--- src/rtl/filter_test_sequencer_pkg.sv ---
// Shared settings for the filter test sequencer: default widths, settle time
// and the sequencer state encoding.
package filter_test_sequencer_pkg;

    localparam int SIZE_DELAY       = 8;
    localparam int SIZE_FILTER_DATA = 13;
    localparam int SIZE_STEP        = 8;
    localparam int SIZE_WINDOW      = 16;
    localparam int SETTLE_CYCLES    = 64;

    typedef enum logic [2:0] {
        SEQ_IDLE,
        SEQ_SETUP,
        SEQ_SETTLE,
        SEQ_MEASURE,
        SEQ_REPORT,
        SEQ_FINISH
    } seq_state_t;

endpackage

--- src/rtl/filter_test_sequencer_peak_detector.sv ---
// Running signed maximum of a sample stream plus the offset of its first
// occurrence. The first sample after clear seeds the maximum, so an all-negative
// window reports its true peak rather than zero.
module peak_detector #(
    parameter int DATA_W = 16,
    parameter int POS_W  = 16
) (
    input  logic                     clk,
    input  logic                     srst,
    input  logic                     clear,
    input  logic                     sample_en,
    input  logic signed [DATA_W-1:0] data_in,
    input  logic [POS_W-1:0]         pos_in,
    output logic signed [DATA_W-1:0] peak,
    output logic [POS_W-1:0]         peak_pos
);

    logic signed [DATA_W-1:0] peak_reg;
    logic [POS_W-1:0]         pos_reg;
    logic                     seeded_reg;

    // Track the maximum; only a strictly greater sample moves it, so ties keep the earliest offset.
    always_ff @(posedge clk) begin
        if (srst) begin
            peak_reg   <= '0;
            pos_reg    <= '0;
            seeded_reg <= 1'b0;
        end else if (clear) begin
            seeded_reg <= 1'b0;
        end else if (sample_en) begin
            seeded_reg <= 1'b1;
            if (!seeded_reg || (data_in > peak_reg)) begin
                peak_reg <= data_in;
                pos_reg  <= pos_in;
            end
        end
    end

    assign peak     = peak_reg;
    assign peak_pos = pos_reg;

endmodule

--- src/rtl/filter_test_sequencer.sv ---
// Sweeps the exp_sig_gen test-pulse delay across a programmed number of steps.
// Each step restarts the generator, waits a fixed settle time, measures the peak
// of the v2_filter output over a window and hands the result out over valid/ready.
module filter_test_sequencer
    import filter_test_sequencer_pkg::*;
#(
    parameter int DELAY_W       = SIZE_DELAY,
    parameter int DATA_W        = SIZE_FILTER_DATA + 3,
    parameter int STEP_W        = SIZE_STEP,
    parameter int WIN_W         = SIZE_WINDOW,
    parameter int SETTLE_CYCLES = filter_test_sequencer_pkg::SETTLE_CYCLES
) (
    input  logic               clk,
    input  logic               reset,
    input  logic               start,
    input  logic               abort,
    input  logic [DELAY_W-1:0] cfg_delay_first,
    input  logic [DELAY_W-1:0] cfg_delay_incr,
    input  logic [STEP_W-1:0]  cfg_num_steps,
    input  logic [WIN_W-1:0]   cfg_window,
    input  logic               cfg_overlay,
    input  logic [DATA_W-1:0]  filter_data,
    output logic               test_overlay,
    output logic               test_rate,
    output logic [DELAY_W-1:0] test_delay,
    output logic               res_valid,
    input  logic               res_ready,
    output logic [STEP_W-1:0]  res_step,
    output logic [DELAY_W-1:0] res_delay,
    output logic [DATA_W-1:0]  res_peak,
    output logic [WIN_W-1:0]   res_peak_pos,
    output logic               busy,
    output logic               done
);

    localparam int SETTLE_W = (SETTLE_CYCLES < 2) ? 1 : $clog2(SETTLE_CYCLES);
    localparam logic [SETTLE_W-1:0] SETTLE_LAST = SETTLE_W'(SETTLE_CYCLES - 1);

    seq_state_t state_reg, state_next;

    logic [STEP_W-1:0]   step_reg;
    logic [STEP_W-1:0]   num_steps_reg;
    logic [DELAY_W-1:0]  delay_reg;
    logic [DELAY_W-1:0]  incr_reg;
    logic [DELAY_W-1:0]  test_delay_reg;
    logic [WIN_W-1:0]    window_last_reg;
    logic                overlay_reg;
    logic [SETTLE_W-1:0] settle_cnt_reg;
    logic [WIN_W-1:0]    win_cnt_reg;

    logic latch_cfg;
    logic advance_step;
    logic last_step;

    logic signed [DATA_W-1:0] peak_value;
    logic [WIN_W-1:0]         peak_offset;

    assign last_step = (step_reg == (num_steps_reg - 1'b1));

    // Next-state selection, config/step strobes and all externally visible outputs.
    always_comb begin
        state_next   = state_reg;
        latch_cfg    = 1'b0;
        advance_step = 1'b0;
        busy         = 1'b1;
        done         = 1'b0;
        test_rate    = 1'b0;
        test_overlay = overlay_reg;
        test_delay   = test_delay_reg;
        res_valid    = 1'b0;
        res_step     = '0;
        res_delay    = '0;
        res_peak     = '0;
        res_peak_pos = '0;

        case (state_reg)
            SEQ_IDLE: begin
                busy         = 1'b0;
                test_overlay = 1'b0;
                if (start && !abort) begin
                    latch_cfg  = 1'b1;
                    state_next = (cfg_num_steps == '0) ? SEQ_FINISH : SEQ_SETUP;
                end
            end
            SEQ_SETUP: begin
                // Rate held low for one cycle so the generator restarts on the new delay.
                state_next = SEQ_SETTLE;
            end
            SEQ_SETTLE: begin
                test_rate = 1'b1;
                if (settle_cnt_reg == SETTLE_LAST) begin
                    state_next = SEQ_MEASURE;
                end
            end
            SEQ_MEASURE: begin
                test_rate = 1'b1;
                if (win_cnt_reg == window_last_reg) begin
                    state_next = SEQ_REPORT;
                end
            end
            SEQ_REPORT: begin
                res_valid    = 1'b1;
                res_step     = step_reg;
                res_delay    = delay_reg;
                res_peak     = peak_value;
                res_peak_pos = peak_offset;
                if (res_ready) begin
                    if (last_step) begin
                        state_next = SEQ_FINISH;
                    end else begin
                        advance_step = 1'b1;
                        state_next   = SEQ_SETUP;
                    end
                end
            end
            SEQ_FINISH: begin
                done       = 1'b1;
                state_next = SEQ_IDLE;
            end
            default: begin
                state_next = SEQ_IDLE;
            end
        endcase

        // Abort wins over everything except reset; a pending result is simply dropped.
        if (abort) begin
            state_next   = SEQ_IDLE;
            advance_step = 1'b0;
        end
    end

    // State register plus the step, delay, config and cycle counters.
    always_ff @(posedge clk) begin
        if (reset) begin
            state_reg       <= SEQ_IDLE;
            step_reg        <= '0;
            num_steps_reg   <= '0;
            delay_reg       <= '0;
            incr_reg        <= '0;
            test_delay_reg  <= '0;
            window_last_reg <= '0;
            overlay_reg     <= 1'b0;
            settle_cnt_reg  <= '0;
            win_cnt_reg     <= '0;
        end else begin
            state_reg <= state_next;

            if (latch_cfg) begin
                num_steps_reg   <= cfg_num_steps;
                incr_reg        <= cfg_delay_incr;
                window_last_reg <= (cfg_window == '0) ? '0 : (cfg_window - 1'b1);
                overlay_reg     <= cfg_overlay;
                step_reg        <= '0;
                delay_reg       <= cfg_delay_first;
                test_delay_reg  <= cfg_delay_first;
            end else if (advance_step) begin
                step_reg       <= step_reg + 1'b1;
                delay_reg      <= delay_reg + incr_reg;
                test_delay_reg <= delay_reg + incr_reg;
            end

            // Generator controls fall back to zero whenever the sweep ends.
            if (state_next == SEQ_IDLE) begin
                test_delay_reg <= '0;
                overlay_reg    <= 1'b0;
            end

            settle_cnt_reg <= (state_reg == SEQ_SETTLE)  ? (settle_cnt_reg + 1'b1) : '0;
            win_cnt_reg    <= (state_reg == SEQ_MEASURE) ? (win_cnt_reg + 1'b1)    : '0;
        end
    end

    peak_detector #(
        .DATA_W (DATA_W),
        .POS_W  (WIN_W)
    ) u_peak_detector (
        .clk       (clk),
        .srst      (reset),
        .clear     (state_reg == SEQ_SETUP),
        .sample_en (state_reg == SEQ_MEASURE),
        .data_in   ($signed(filter_data)),
        .pos_in    (win_cnt_reg),
        .peak      (peak_value),
        .peak_pos  (peak_offset)
    );

endmodule
--- config.mk ---
export PLATFORM = sky130hd
export DESIGN_NAME = filter_test_sequencer
export DESIGN_NICKNAME = d
export VERILOG_FILES = /design/src/rtl/filter_test_sequencer_pkg.sv /design/src/rtl/filter_test_sequencer_peak_detector.sv /design/src/rtl/filter_test_sequencer.sv
export SDC_FILE = /design/constraint.sdc
export NUM_CORES = 1
export LEC_CHECK = 0
export CAP_MARGIN = 20
export CORE_MARGIN = 4
export CORE_UTILIZATION = 45
export CTS_CLUSTER_SIZE = 12
export DETAILED_ROUTE_END_ITERATION = 8
export GPL_ROUTABILITY_DRIVEN = 0
export PLACE_DENSITY = 0.71
export SKIP_CTS_REPAIR_TIMING = 1
export SYNTH_ARGS = -nofsm -noshare
export SYNTH_HDL_FRONTEND = slang
export SYNTH_SLANG_ARGS = --single-unit
--- constraint.sdc ---
create_clock -name clk -period 2.8 [get_ports clk]
set_clock_uncertainty 0.2 [all_clocks]
set_input_delay 0.56 -clock clk [delete_from_list [all_inputs] [get_ports clk]]
set_output_delay 0.56 -clock clk [all_outputs]
set_load 0.005 [all_outputs]
==> reports/results.env, run 1 <==
GRT_PASS1_WL_UM=26540
SYNTH_EDF_COUNT=0
SWITCHING_SHARE=0.2348
CORE_AREA_MM2=0.01388
TIMING.HOLD.WORST.CLASS='reg -> reg'
GLOBAL_ROUTE.OVERFLOW_TOTAL=0
MOST-COMMON-LAYOUT-CELLS='clkdlybuf4s50_1 (121), dfxtp_1 (113), nand2_1 (70), nand2b_1 (69), nor2_1 (60)'
PIN_COUNT_OF_THE_BIGGEST_NET_ENTERING_GLOBAL_ROUTING=69
SYNTHDOMINANTCELLAREASHARE=0.3609
YS_TYPES=59
FIN_TNS_SETUP_NS=0
P_INT_mW=3.207
CLKLATENCYLATEPIN_NS=0.41
SYNTHFLOPTYPE='dfxtp_1'
SYNTH.AVG_CELL_AREA_UM2=8.393
CTS_INSERTED_BUFFERS=17
AREA_GROWTH_PCT=35.46
GRT_UTIL_MET1=0.2576
PATH_CLASS='in -> reg'
MAX_FREQ_MHz=369.9
ROWS=43
ANTENNA_VIOLATING_NETS_POST_ROUTE=0
FIRST_GLOBAL_VIAS=5652
UNREPAIRED_SETUP_ENDPOINTS_AFTER_GLOBAL_ROUTING='no'
SYNTH.YOSYS.SEQ_AREA_SHARE=0.3609
VIAS=5767
WORST_HOLD_SLACK_NS=0.2597
DIE-AREA_MM2=0.01614
CHIPHEIGHT_UM=127.1
FINALSETUPVIOLCOUNT=0
DR.PASS1.ITERS=5
SYNTH.NET_COUNT=851
NUMPORTBUFFERS=122
SLEW_VIOLATIONS=0
SYNTHTOPCELLSBYAREA='dfxtp_1 (36%), nand2b_1 (6.8%), xor2_1 (6.0%), mux2i_1 (5.6%), ha_1 (5.5%)'
CP_DATA_ARRIVAL_TIME_NS=2.84
LAYOUT.CELL_AREA.NON_FILLER_MM2=0.008641
POWER_DENSITY_mW_PER_MM2=485.1
TIMING_WORST_SLEW_PIN_VALUE_NS=0.9766
ANTENNADIODECOUNT=0
GLOBALROUTEMET3UTIL=0.04599
CLOCK_PATH_BUFFERS=2
IR_DROP_mV=0.4037
POST-DP-HPWL_UM=12280
FINAL_COMMON_CELL='clkdlybuf4s50_1'
START_KIND='input pin'
CLOCK_SINKS=115
LEAKAGE_nW=3.360
FINAL_CORE_UTILIZATION=0.6225
INITIAL_UTILIZATION=0.4595
SYNTHESIS.INSTANCES=760
FIN_CELLS=1102
DRT_DRC_VIOLATIONS_LEFT=0
LAYOUT_SETUP_WS_NS=0.09625
SYNTH_COMPOUND_GATE_AREA_SHARE=0.1204
NUMBER_OF_MAXIMUM_CAPACITANCE_VIOLATIONS=0
CP-END-KIND='flip-flop'
SWITCHING_POWER_uW=984.0
FINAL_PERIOD_MINUS_WORST_SETUP_SLACK_NS=2.704
POST_ROUTE_CELLS_DRIVE_ABOVE_1_SHARE=0.1161
LAYOUT_WORST_PATH_CYCLE_SHARE=0.9656
ASYNCSETRESETFLOPFRACSYNTH=0
COMBPWRFRAC=0.098
SYNTH-ADDER-AREA-SHARE=0.05806
CTS-HTREE-LEVELS=4
SYNTHMUXAREASHARE=0.05649
ANTENNA_FOUND_INITIAL=0
HOLD_VIOLATIONS=0
POST-PLACE-WS_NS=-0.3774
STATUS='complete, no violations'
DIE-WIDTH_UM=127.1
YOSYS.AREA_SHARE.SIMPLE=0.2707
WORST-PATH-MAX-FANOUT=8
DR.FIRST_ITER.DRC_COUNT=277
GLOBAL_ROUTE.USAGE.MET2=0.3316
MAIN_COMBINATIONAL_CELL_FAMILY_BY_AREA_AFTER_SYNTHESIS='simple AND/OR/NAND/NOR gates'
CLOCK_TREE.ROOT_CELL='clkbuf_16'
VIA_PER_INST=5.233
CTS.CLK_SLEW.WORST_PATHS_NS=0.05
SYNTH_TOP_CELL_BY_AREA='dfxtp_1'
IO-PIN-COUNT=123
WORST_EP_REQUIRED_TIME_NS=2.94
DESIGN_POWER_TOTAL_mW=4.191
FINISH.NET_COUNT=1000
NUMBER_OF_SYNTHESIZED_REGISTER_BITS=115
SYNTHXORXNORAREAFRAC=0.08239
DP.CELLS=1064
DRT-TOTAL-WL_UM=16360
PLACED_AREA_MM2=0.007970
CTS_TREE='yes'
SYNTH.CELL_AREA_MM2=0.006379
AVG_WL_PER_CELL_UM=14.85
BUSIEST_LAYER='met2'
POWER.SHARE.CLOCK=0.496
SYNTHESIS.YOSYS.WARNINGS=0
WORST_SLEW_MARGIN_REL=0.3465
PWR-SHARE-SEQ=0.405
GRTUSAGETOTAL=0.1994
## path summary, 6_finish.rpt
check	start	endpoint	slack, ns	cells past startpoint
max	filter_data[15]	u_peak_detector.peak[3]	0.1	10
min	settle_cnt_reg[0]	settle_cnt_reg[0]	0.26	1
max reg2reg	num_steps_reg[0]	test_delay[6]	0.20	11
min reg2reg	settle_cnt_reg[0]	settle_cnt_reg[0]	0.26	1
## synth_stat cells (10+ instances only)
cell / instances
a21oi_1: 40
and3_1: 38
clkbuf_1: 29
dfxtp_1: 115
ha_1: 28
inv_1: 35
mux2i_1: 36
nand2_1: 71
nand2b_1: 69
nand3_1: 23
nor2_1: 60
nor3_1: 16
nor4_1: 10
o21ai_0: 19
o21ai_2: 10
xnor2_1: 16
xor2_1: 44
## layout make-up
cell class,instances,area [µm²]
Fill cell,1207,5240
Multi-Input combinational cell,569,3786
Sequential cell,115,2305
Timing Repair Buffer,171,1615
Clock buffer,18,439.2
Tap cell,180,225.2
Clock inverter,14,138.9
Inverter,35,131.4
## kinds of logic (layout without fill, tap and decap cells)
kind of cell               after synthesis  count (layout)
buffers and inverters                   76             238
AOI/OAI and AO/OA                      116             116
muxes                                   36              36
xor gates and xnor gates                60              60
and+or+nand+nor                        328             328
adders and majority gates               29              29
DFF                                    115             115
## power by group through the flow
stage | registers [mW] | logic (mW) | clock network (mW)
6_report | 1.70 | 0.413 | 2.08
4_1_cts | 1.70 | 0.411 | 2.12
3_5_place_dp | 1.73 | 0.407 | 0
3_3_place_gp | 1.73 | 0.395 | 0
5_1_grt | 1.70 | 0.450 | 2.19
2_1_floorplan | 1.72 | 0.224 | 0
## layer usage
layer	vias to the layer above	part of all wire
met1	2673	0.46
met2	165	0.48
met3	17	0.052
met5	-	0
met4	0	0.013
li1	2912	-
## critical path, cell delays in order
cell and delay (ns):
clkdlybuf4s50_1 0.44, ha_1 0.33, and4_1 0.26, nand4_1 0.15
a21o_1 0.18, nand4_1 0.08, nor4b_4 0.31, buf_4 0.18
buf_6 0.15, mux2i_1 0.20
Power figures use the tool's default switching activity.
==> run 2: changes to the inputs <==
ABC_AREA = 1   (was unset)
==> run 2 against run 1 <==
Routed wire length rose by 2.1%. Highest routed layer unchanged. Register-to-register slack gained 0.17 ns. Worst setup slack lost 0.041 ns. Non-clock buffer count shrank 28. Maximum frequency down 1.5%. Design area increased by 0.85%. Sequential cell count unchanged. Utilization decreased by 0.19 points.
==> reports/results.env, run 2 <==
STATUS='complete, no violations'  # unchanged
ANTENNA_FOUND_INITIAL=0  # unchanged
DESIGN_POWER_TOTAL_mW=4.366  # was 4.191 mW
CLOCK_PATH_BUFFERS=2  # unchanged
WORST_HOLD_SLACK_NS=0.2447  # was 0.2597 ns
CP-END-KIND='output port'  # was flip-flop
IR_DROP_mV=0.3487  # was 0.4037 mV
CHIPHEIGHT_UM=128.6  # was 127.1 µm
SYNTH.NET_COUNT=1077  # was 851
SYNTHDOMINANTCELLAREASHARE=0.3517  # was 0.3609
LAYOUT_SETUP_WS_NS=0.05555  # was 0.09625 ns
SYNTH_COMMON_CELLS='nand2_1 (188), nor2_1 (154), inv_1 (146)'  # was dfxtp_1 (115), nand2_1 (71), nand2b_1 (69)
YS_TYPES=42  # was 59
LAYOUT.CELL_AREA.NON_FILLER_MM2=0.008715  # was 0.008641 mm²
FINAL_PERIOD_MINUS_WORST_SETUP_SLACK_NS=2.744  # was 2.704 ns
SYNTHESIS.YOSYS.WARNINGS=0  # unchanged
TIMING_WORST_SLEW_PIN_VALUE_NS=0.6169  # was 0.9766 ns
NUMBER_OF_MAXIMUM_CAPACITANCE_VIOLATIONS=0  # unchanged
POST-DP-HPWL_UM=12530  # was 12,280 µm
GRTUSAGETOTAL=0.2070  # was 0.1994
FIN_CELLS=1306  # was 1,102
LEAKAGE_nW=3.845  # was 3.360 nW
DIE-WIDTH_UM=128.6  # was 127.1 µm
MAX_FREQ_MHz=364.4  # was 369.9 MHz
POWER_DENSITY_mW_PER_MM2=501.0  # was 485.1 mW/mm²
DR.PASS1.ITERS=5  # unchanged
POST_ROUTE_CELLS_DRIVE_ABOVE_1_SHARE=0.07904  # was 0.1161
PLACED_AREA_MM2=0.008004  # was 0.007970 mm²
DR.FIRST_ITER.DRC_COUNT=345  # was 277
CP_TOP_FAMILY='buffers and inverters'  # was simple AND/OR/NAND/NOR gates
CRITICAL_PATH.N_BUFFERS_INVERTERS=4  # was 3
CTS_INSERTED_BUFFERS=17  # unchanged
VIAS=6399  # was 5,767
ROWS=43  # unchanged
NUMBER_OF_SYNTHESIZED_REGISTER_BITS=115  # unchanged
GRT_PASS1_WL_UM=27940  # was 26,540 µm
AREA_GROWTH_PCT=33.12  # was 35.46%
GLOBAL_ROUTE.OVERFLOW_TOTAL=0  # unchanged
AVG_WL_PER_CELL_UM=12.79  # was 14.85 µm
DRT_DRC_VIOLATIONS_LEFT=0  # unchanged
START_KIND='flip-flop'  # was input pin
NUMPORTBUFFERS=122  # unchanged
HOLD_VIOLATIONS=0  # unchanged
CLOCK_SINKS=115  # unchanged
SYNTH.MOST_COMMON_CELL='nand2_1'  # was dfxtp_1
CLOCK_TREE.ROOT_CELL='clkbuf_16'  # unchanged
CORE_AREA_MM2=0.01404  # was 0.01388 mm²
FINISH.NET_COUNT=1204  # was 1,000
ASYNCSETRESETFLOPFRACSYNTH=0  # unchanged
SYNTHFLOPTYPE='dfxtp_1'  # unchanged
SYNTH.YOSYS.SEQ_AREA_SHARE=0.3517  # was 0.3609
LAYOUT_WORST_PATH_CYCLE_SHARE=0.9802  # was 0.9656
TIMING.HOLD.WORST.CLASS='reg -> reg'  # unchanged
SYNTHESIS.INSTANCES=986  # was 760
PIN_COUNT_OF_THE_BIGGEST_NET_ENTERING_GLOBAL_ROUTING=66  # was 69
SYNTH.CELL_AREA_MM2=0.006546  # was 0.006379 mm²
VIA_PER_INST=4.900  # was 5.233
SLOWEST_DELAY_NS=0.52  # was 0.44 ns
CTS.CLK_SLEW.WORST_PATHS_NS=0.05  # about the same
SYNTHTOPCELLSBYAREA='dfxtp_1 (35%), nand2_1 (11%), nor2_1 (8.8%), inv_1 (8.4%), nand3_1 (6.3%)'  # was dfxtp_1 (36%), nand2b_1 (6.8%), xor2_1 (6.0%), mux2i_1 (5.6%), ha_1 (5.5%)
FINAL_COMMON_CELL='nand2_1'  # was clkdlybuf4s50_1
FIRST_GLOBAL_VIAS=5995  # was 5,652
INITIAL_UTILIZATION=0.4662  # was 0.4595
FIN_TNS_SETUP_NS=0  # unchanged
IO-PIN-COUNT=123  # unchanged
CTS_TREE='yes'  # unchanged
MOST-COMMON-LAYOUT-CELLS='nand2_1 (187), nor2_1 (147), inv_1 (146), dfxtp_1 (115), clkdlybuf4s50_1 (110)'  # was clkdlybuf4s50_1 (121), dfxtp_1 (113), nand2_1 (70), nand2b_1 (69), nor2_1 (60)
SLOWEST_STAGE='clkdlybuf4s50_1'  # unchanged
SYNTH_EDF_COUNT=0  # unchanged
PATH_CLASS='reg -> out'  # was in -> reg
DRT-TOTAL-WL_UM=16710  # was 16,360 µm
DP.CELLS=1272  # was 1,064
SLEW_VIOLATIONS=0  # unchanged
FINAL_CORE_UTILIZATION=0.6206  # was 0.6225
ANTENNA_VIOLATING_NETS_POST_ROUTE=0  # unchanged
CLKLATENCYLATEPIN_NS=0.42  # was 0.41 ns
POST-PLACE-WS_NS=0.003009  # was -0.3774 ns
WORST-PATH-MAX-FANOUT=30  # was 8
R2R_SLACK_NS=0.37  # was 0.20 ns
WORST_EP_REQUIRED_TIME_NS=2.04  # was 2.94 ns
WORST_SLEW_MARGIN_REL=0.5888  # was 0.3465
FINALSETUPVIOLCOUNT=0  # unchanged
CRITICAL_PATH.CELL_CHAIN='inv_2 -> nand2_2 -> nor2_4 -> inv_4 -> buf_12 -> nor2_1 -> clkdlybuf4s50_1'  # was clkdlybuf4s50_1 -> ha_1 -> and4_1 -> nand4_1 -> a21o_1 -> nand4_1 -> nor4b_4 -> buf_4 -> buf_6 -> mux2i_1
ANTENNADIODECOUNT=0  # unchanged
SYNTH.AVG_CELL_AREA_UM2=6.639  # was 8.393 µm²
CTS-HTREE-LEVELS=4  # unchanged
SYNTH_TOP_CELL_BY_AREA='dfxtp_1'  # unchanged
DIE-AREA_MM2=0.01654  # was 0.01614 mm²
CP_DATA_ARRIVAL_TIME_NS=1.98  # was 2.84 ns
==> run 2: cell types whose count changed after synthesis, sizes merged, moves of 16 or more <==
cell and change:
inv +121, o21ai +18, xor2 -16, and3 -38, a21oi +29, nand3 +59, nor2 +99, mux2i -36
nand2 +122, nand2b -69
==> run 2: path summary, 6_finish.rpt <==
| kind | start | cells past startpoint | to |
|---|---|---|---|
| setup / recovery | state_reg[1] | 7 | res_peak[11] |
| hold / removal | settle_cnt_reg[0] | 1 | settle_cnt_reg[0] |
| setup reg to reg | num_steps_reg[0] | 14 | test_delay[2] |
| hold reg to reg | settle_cnt_reg[0] | 1 | settle_cnt_reg[0] |
==> run 2: worst register-to-register path, delay by kind of cell (launching register included) <==
kind | cells | cell delay [ns]
compound gates | 1 | 0.14
xor+xnor | 1 | 0.16
fa+ha+maj | 1 | 0.32
buf+inv | 2 | 0.11
flops | 1 | 0.40
simple gates | 9 | 1.00
==> run 2: power breakdown <==
group	internal (mW)	switching, mW	leakage [nW]
Sequential	1.67	0.0245	0.930
Clock	1.51	0.753	0.298
Combinational	0.192	0.215	2.62
==> run 2: layout make-up <==
cell class              instances  area [µm²]
inverters                     158       595.6
clock inverters                 8       122.6
multi-input cells             678        3517
fillers                      1345        5328
repair buffers                143        1450
clock buffers                  24       501.7
well taps                     180       225.2
flip-flops and latches        115        2302
==> run 2: routing by layer <==
metal / share of wire / wire length [µm] / vias up / track usage
li1: - / - / 3391 / -
met1: 0.48 / 8028 / 2808 / 0.2815
met2: 0.44 / 7416 / 175 / 0.3285
met3: 0.061 / 1017 / 25 / 0.04525
met4: 0.015 / 246 / 0 / 0.06733
met5: 0 / 0 / - / 0
==> run 2: kinds of logic (layout without fill, tap and decap cells) <==
| logic type | count (synthesis) | in the layout | synth area share |
|---|---|---|---|
| xor+xnor | 35 | 35 | 0.04683 |
| compound gates | 144 | 144 | 0.1223 |
| simple gates | 470 | 470 | 0.3068 |
| flops | 115 | 115 | 0.3517 |
| buf+inv | 193 | 333 | 0.1158 |
| fa+ha+maj | 29 | 29 | 0.05658 |
==> run 3: changes to the inputs <==
CORE_MARGIN = 2   (was 4)
MAX_ROUTING_LAYER = met4   (was unset)
==> run 3 against run 2 <==
Largest cell class unchanged. Non-clock buffer count did not move. Sequential share of layout area fell by 0.30 points. Count of clock-buffer cells in the layout did not move. Worst hold slack barely moved. Maximum frequency rose by 0.28%.
==> reports/results.env, run 3 (same netlist as run 2, synthesis figures left out) <==
START_KIND='flip-flop'  # unchanged
POST-PLACE-WS_NS=0.01017  # was 0.003009 ns
VIA_PER_INST=4.917  # was 4.900
LEAKAGE_nW=4.010  # was 3.845 nW
IR_DROP_mV=0.3552  # was 0.3487 mV
FIN_CELLS=1310  # was 1,306
DRT_DRC_VIOLATIONS_LEFT=0  # unchanged
MAX_FREQ_MHz=365.4  # was 364.4 MHz
WORST_EP_REQUIRED_TIME_NS=2.04  # about the same
CLOCK_SINKS=115  # unchanged
NUMBER_OF_MAXIMUM_CAPACITANCE_VIOLATIONS=0  # unchanged
CTS_TREE='yes'  # unchanged
CRITICAL_PATH.N_BUFFERS_INVERTERS=4  # unchanged
CP_TOP_FAMILY='buffers and inverters'  # unchanged
POST-DP-HPWL_UM=12020  # was 12,530 µm
SLOWEST_DELAY_NS=0.51  # was 0.52 ns
FINAL_PERIOD_MINUS_WORST_SETUP_SLACK_NS=2.737  # was 2.744 ns
LAYOUT_SETUP_WS_NS=0.06325  # was 0.05555 ns
TIMING_WORST_SLEW_PIN_VALUE_NS=0.6132  # was 0.6169 ns
FINALSETUPVIOLCOUNT=0  # unchanged
CTS-HTREE-LEVELS=4  # unchanged
AREA.SEQUENTIAL_MM2=0.002302  # unchanged
STATUS='complete, no violations'  # unchanged
FILLERS=1339  # was 1,345
POST_ROUTE_CELLS_DRIVE_ABOVE_1_SHARE=0.08348  # was 0.07904
CP_DATA_ARRIVAL_TIME_NS=1.98  # about the same
FINAL_CORE_UTILIZATION=0.6134  # was 0.6206
CHIPHEIGHT_UM=124.6  # was 128.6 µm
SLEW_VIOLATIONS=0  # unchanged
CTS_INSERTED_BUFFERS=17  # unchanged
CORE_AREA_MM2=0.01437  # was 0.01404 mm²
FINISH.NET_COUNT=1204  # unchanged
DIE-AREA_MM2=0.01553  # was 0.01654 mm²
ANTENNADIODECOUNT=0  # unchanged
ANTENNA_FOUND_INITIAL=0  # unchanged
GLOBAL_ROUTE.OVERFLOW_TOTAL=0  # unchanged
CLOCK_PATH_BUFFERS=2  # unchanged
WORST-PATH-MAX-FANOUT=25  # was 30
CLOCK_TREE.ROOT_CELL='clkbuf_16'  # unchanged
PIN_COUNT_OF_THE_BIGGEST_NET_ENTERING_GLOBAL_ROUTING=66  # unchanged
DR.PASS1.ITERS=5  # unchanged
MOST-COMMON-LAYOUT-CELLS='nand2_1 (187), inv_1 (146), nor2_1 (142), dfxtp_1 (115), clkdlybuf4s50_1 (103)'  # was nand2_1 (187), nor2_1 (147), inv_1 (146), dfxtp_1 (115), clkdlybuf4s50_1 (110)
AVG_WL_PER_CELL_UM=12.81  # was 12.79 µm
GRT_PASS1_WL_UM=27770  # was 27,940 µm
LAYOUT_WORST_PATH_CYCLE_SHARE=0.9774  # was 0.9802
FIN_TNS_SETUP_NS=0  # unchanged
DR.FIRST_ITER.DRC_COUNT=338  # was 345
AREA_GROWTH_PCT=34.63  # was 33.12%
CLKLATENCYLATEPIN_NS=0.42  # about the same
ANTENNA_VIOLATING_NETS_POST_ROUTE=0  # unchanged
DP.CELLS=1275  # was 1,272
HOLD_VIOLATIONS=0  # unchanged
DRT-TOTAL-WL_UM=16780  # was 16,710 µm
TIMING.HOLD.WORST.CLASS='reg -> reg'  # unchanged
WORST_SLEW_MARGIN_REL=0.5912  # was 0.5888
GRTUSAGETOTAL=0.2229  # was 0.2070
INITIAL_UTILIZATION=0.4556  # was 0.4662
MULTI_INPUT_GATE_AREA_IN_THE_FINAL_LAYOUT_MM2=0.003540  # was 0.003517 mm²
CP-END-KIND='output port'  # unchanged
SLOWEST_STAGE='clkdlybuf4s50_1'  # unchanged
CTS.CLK_SLEW.WORST_PATHS_NS=0.05  # about the same
PATH_CLASS='reg -> out'  # unchanged
CRITICAL_PATH.CELL_CHAIN='inv_2 -> nand2_2 -> nor2_4 -> inv_4 -> buf_12 -> nor2_2 -> clkdlybuf4s50_1'  # was inv_2 -> nand2_2 -> nor2_4 -> inv_4 -> buf_12 -> nor2_1 -> clkdlybuf4s50_1
VIAS=6441  # was 6,399
NUMPORTBUFFERS=122  # unchanged
FIRST_GLOBAL_VIAS=6001  # was 5,995
FINAL_COMMON_CELL='nand2_1'  # unchanged
ROWS=44  # was 43
IO-PIN-COUNT=123  # unchanged
POWER_DENSITY_mW_PER_MM2=504.6  # was 501.0 mW/mm²
DIE-WIDTH_UM=124.6  # was 128.6 µm
-- run 3: cell types whose count changed in the layout (fill, tap and decap cells not counted), sizes merged --
cell / delta
clkdlybuf4s50: -7
dlymetal6s2s: +7
clkinvlp: -2
buf: -1
bufinv: +1
clkbuf: +1
clkinv: +1
-- run 3: layout make-up --
cell class              count  share of cell area
clock inverters             8             0.01661
multi-input cells         678              0.4016
inverters                 158             0.06758
well taps                 184             0.02612
flip-flops and latches    115              0.2612
repair buffers            143              0.1699
clock buffers              24             0.05693
-- run 3: metal layers --
| metal | up-vias | global-route usage | part of all wire |
|---|---|---|---|
| li1 | 3387 | - | - |
| met1 | 2884 | 0.2811 | 0.48 |
| met2 | 149 | 0.3549 | 0.46 |
| met3 | 21 | 0.05498 | 0.049 |
| met4 | 0 | 0.06675 | 0.014 |
| met5 | - | - | 0 |
-- run 3: stage by stage --
step           power, mW  hold slack [ns]  cell area [µm²]
3_3_place_gp       2.127           0.2311             8026
2_1_floorplan      1.959           0.2176             6546
3_5_place_dp       2.133           0.2421             8026
5_1_grt            4.631           0.2890             8813
4_1_cts            4.498           0.2539             8675
6_report           4.447           0.2444             8813
-- run 3: worst paths after layout --
path,from,end,slack [ns],cells after the start
setup / recovery,state_reg[1],res_peak[13],0.06,7
hold reg to reg,settle_cnt_reg[0],settle_cnt_reg[0],0.24,1
hold / removal,settle_cnt_reg[0],settle_cnt_reg[0],0.24,1
setup reg to reg,num_steps_reg[0],test_delay[2],0.42,14
-- run 3: worst reg2reg max path, stage by stage (launching register included) --
cell and delay (ns):
dfxtp_1 0.41, inv_2 0.08, ha_1 0.30, xor2_1 0.13, nand2_1 0.06, nor2_1 0.08
nand2_1 0.07, nor2_1 0.11, nand2_2 0.14, nand2_4 0.23, nand2_2 0.16, o21ai_1 0.14
nand2_1 0.07, nand2_1 0.07, inv_1 0.03
-- run 3: where the power goes --
group	switching, mW	internal, mW	leakage [nW]
logic	0.215	0.194	2.76
clock network	0.740	1.60	0.316
registers	0.0245	1.67	0.930
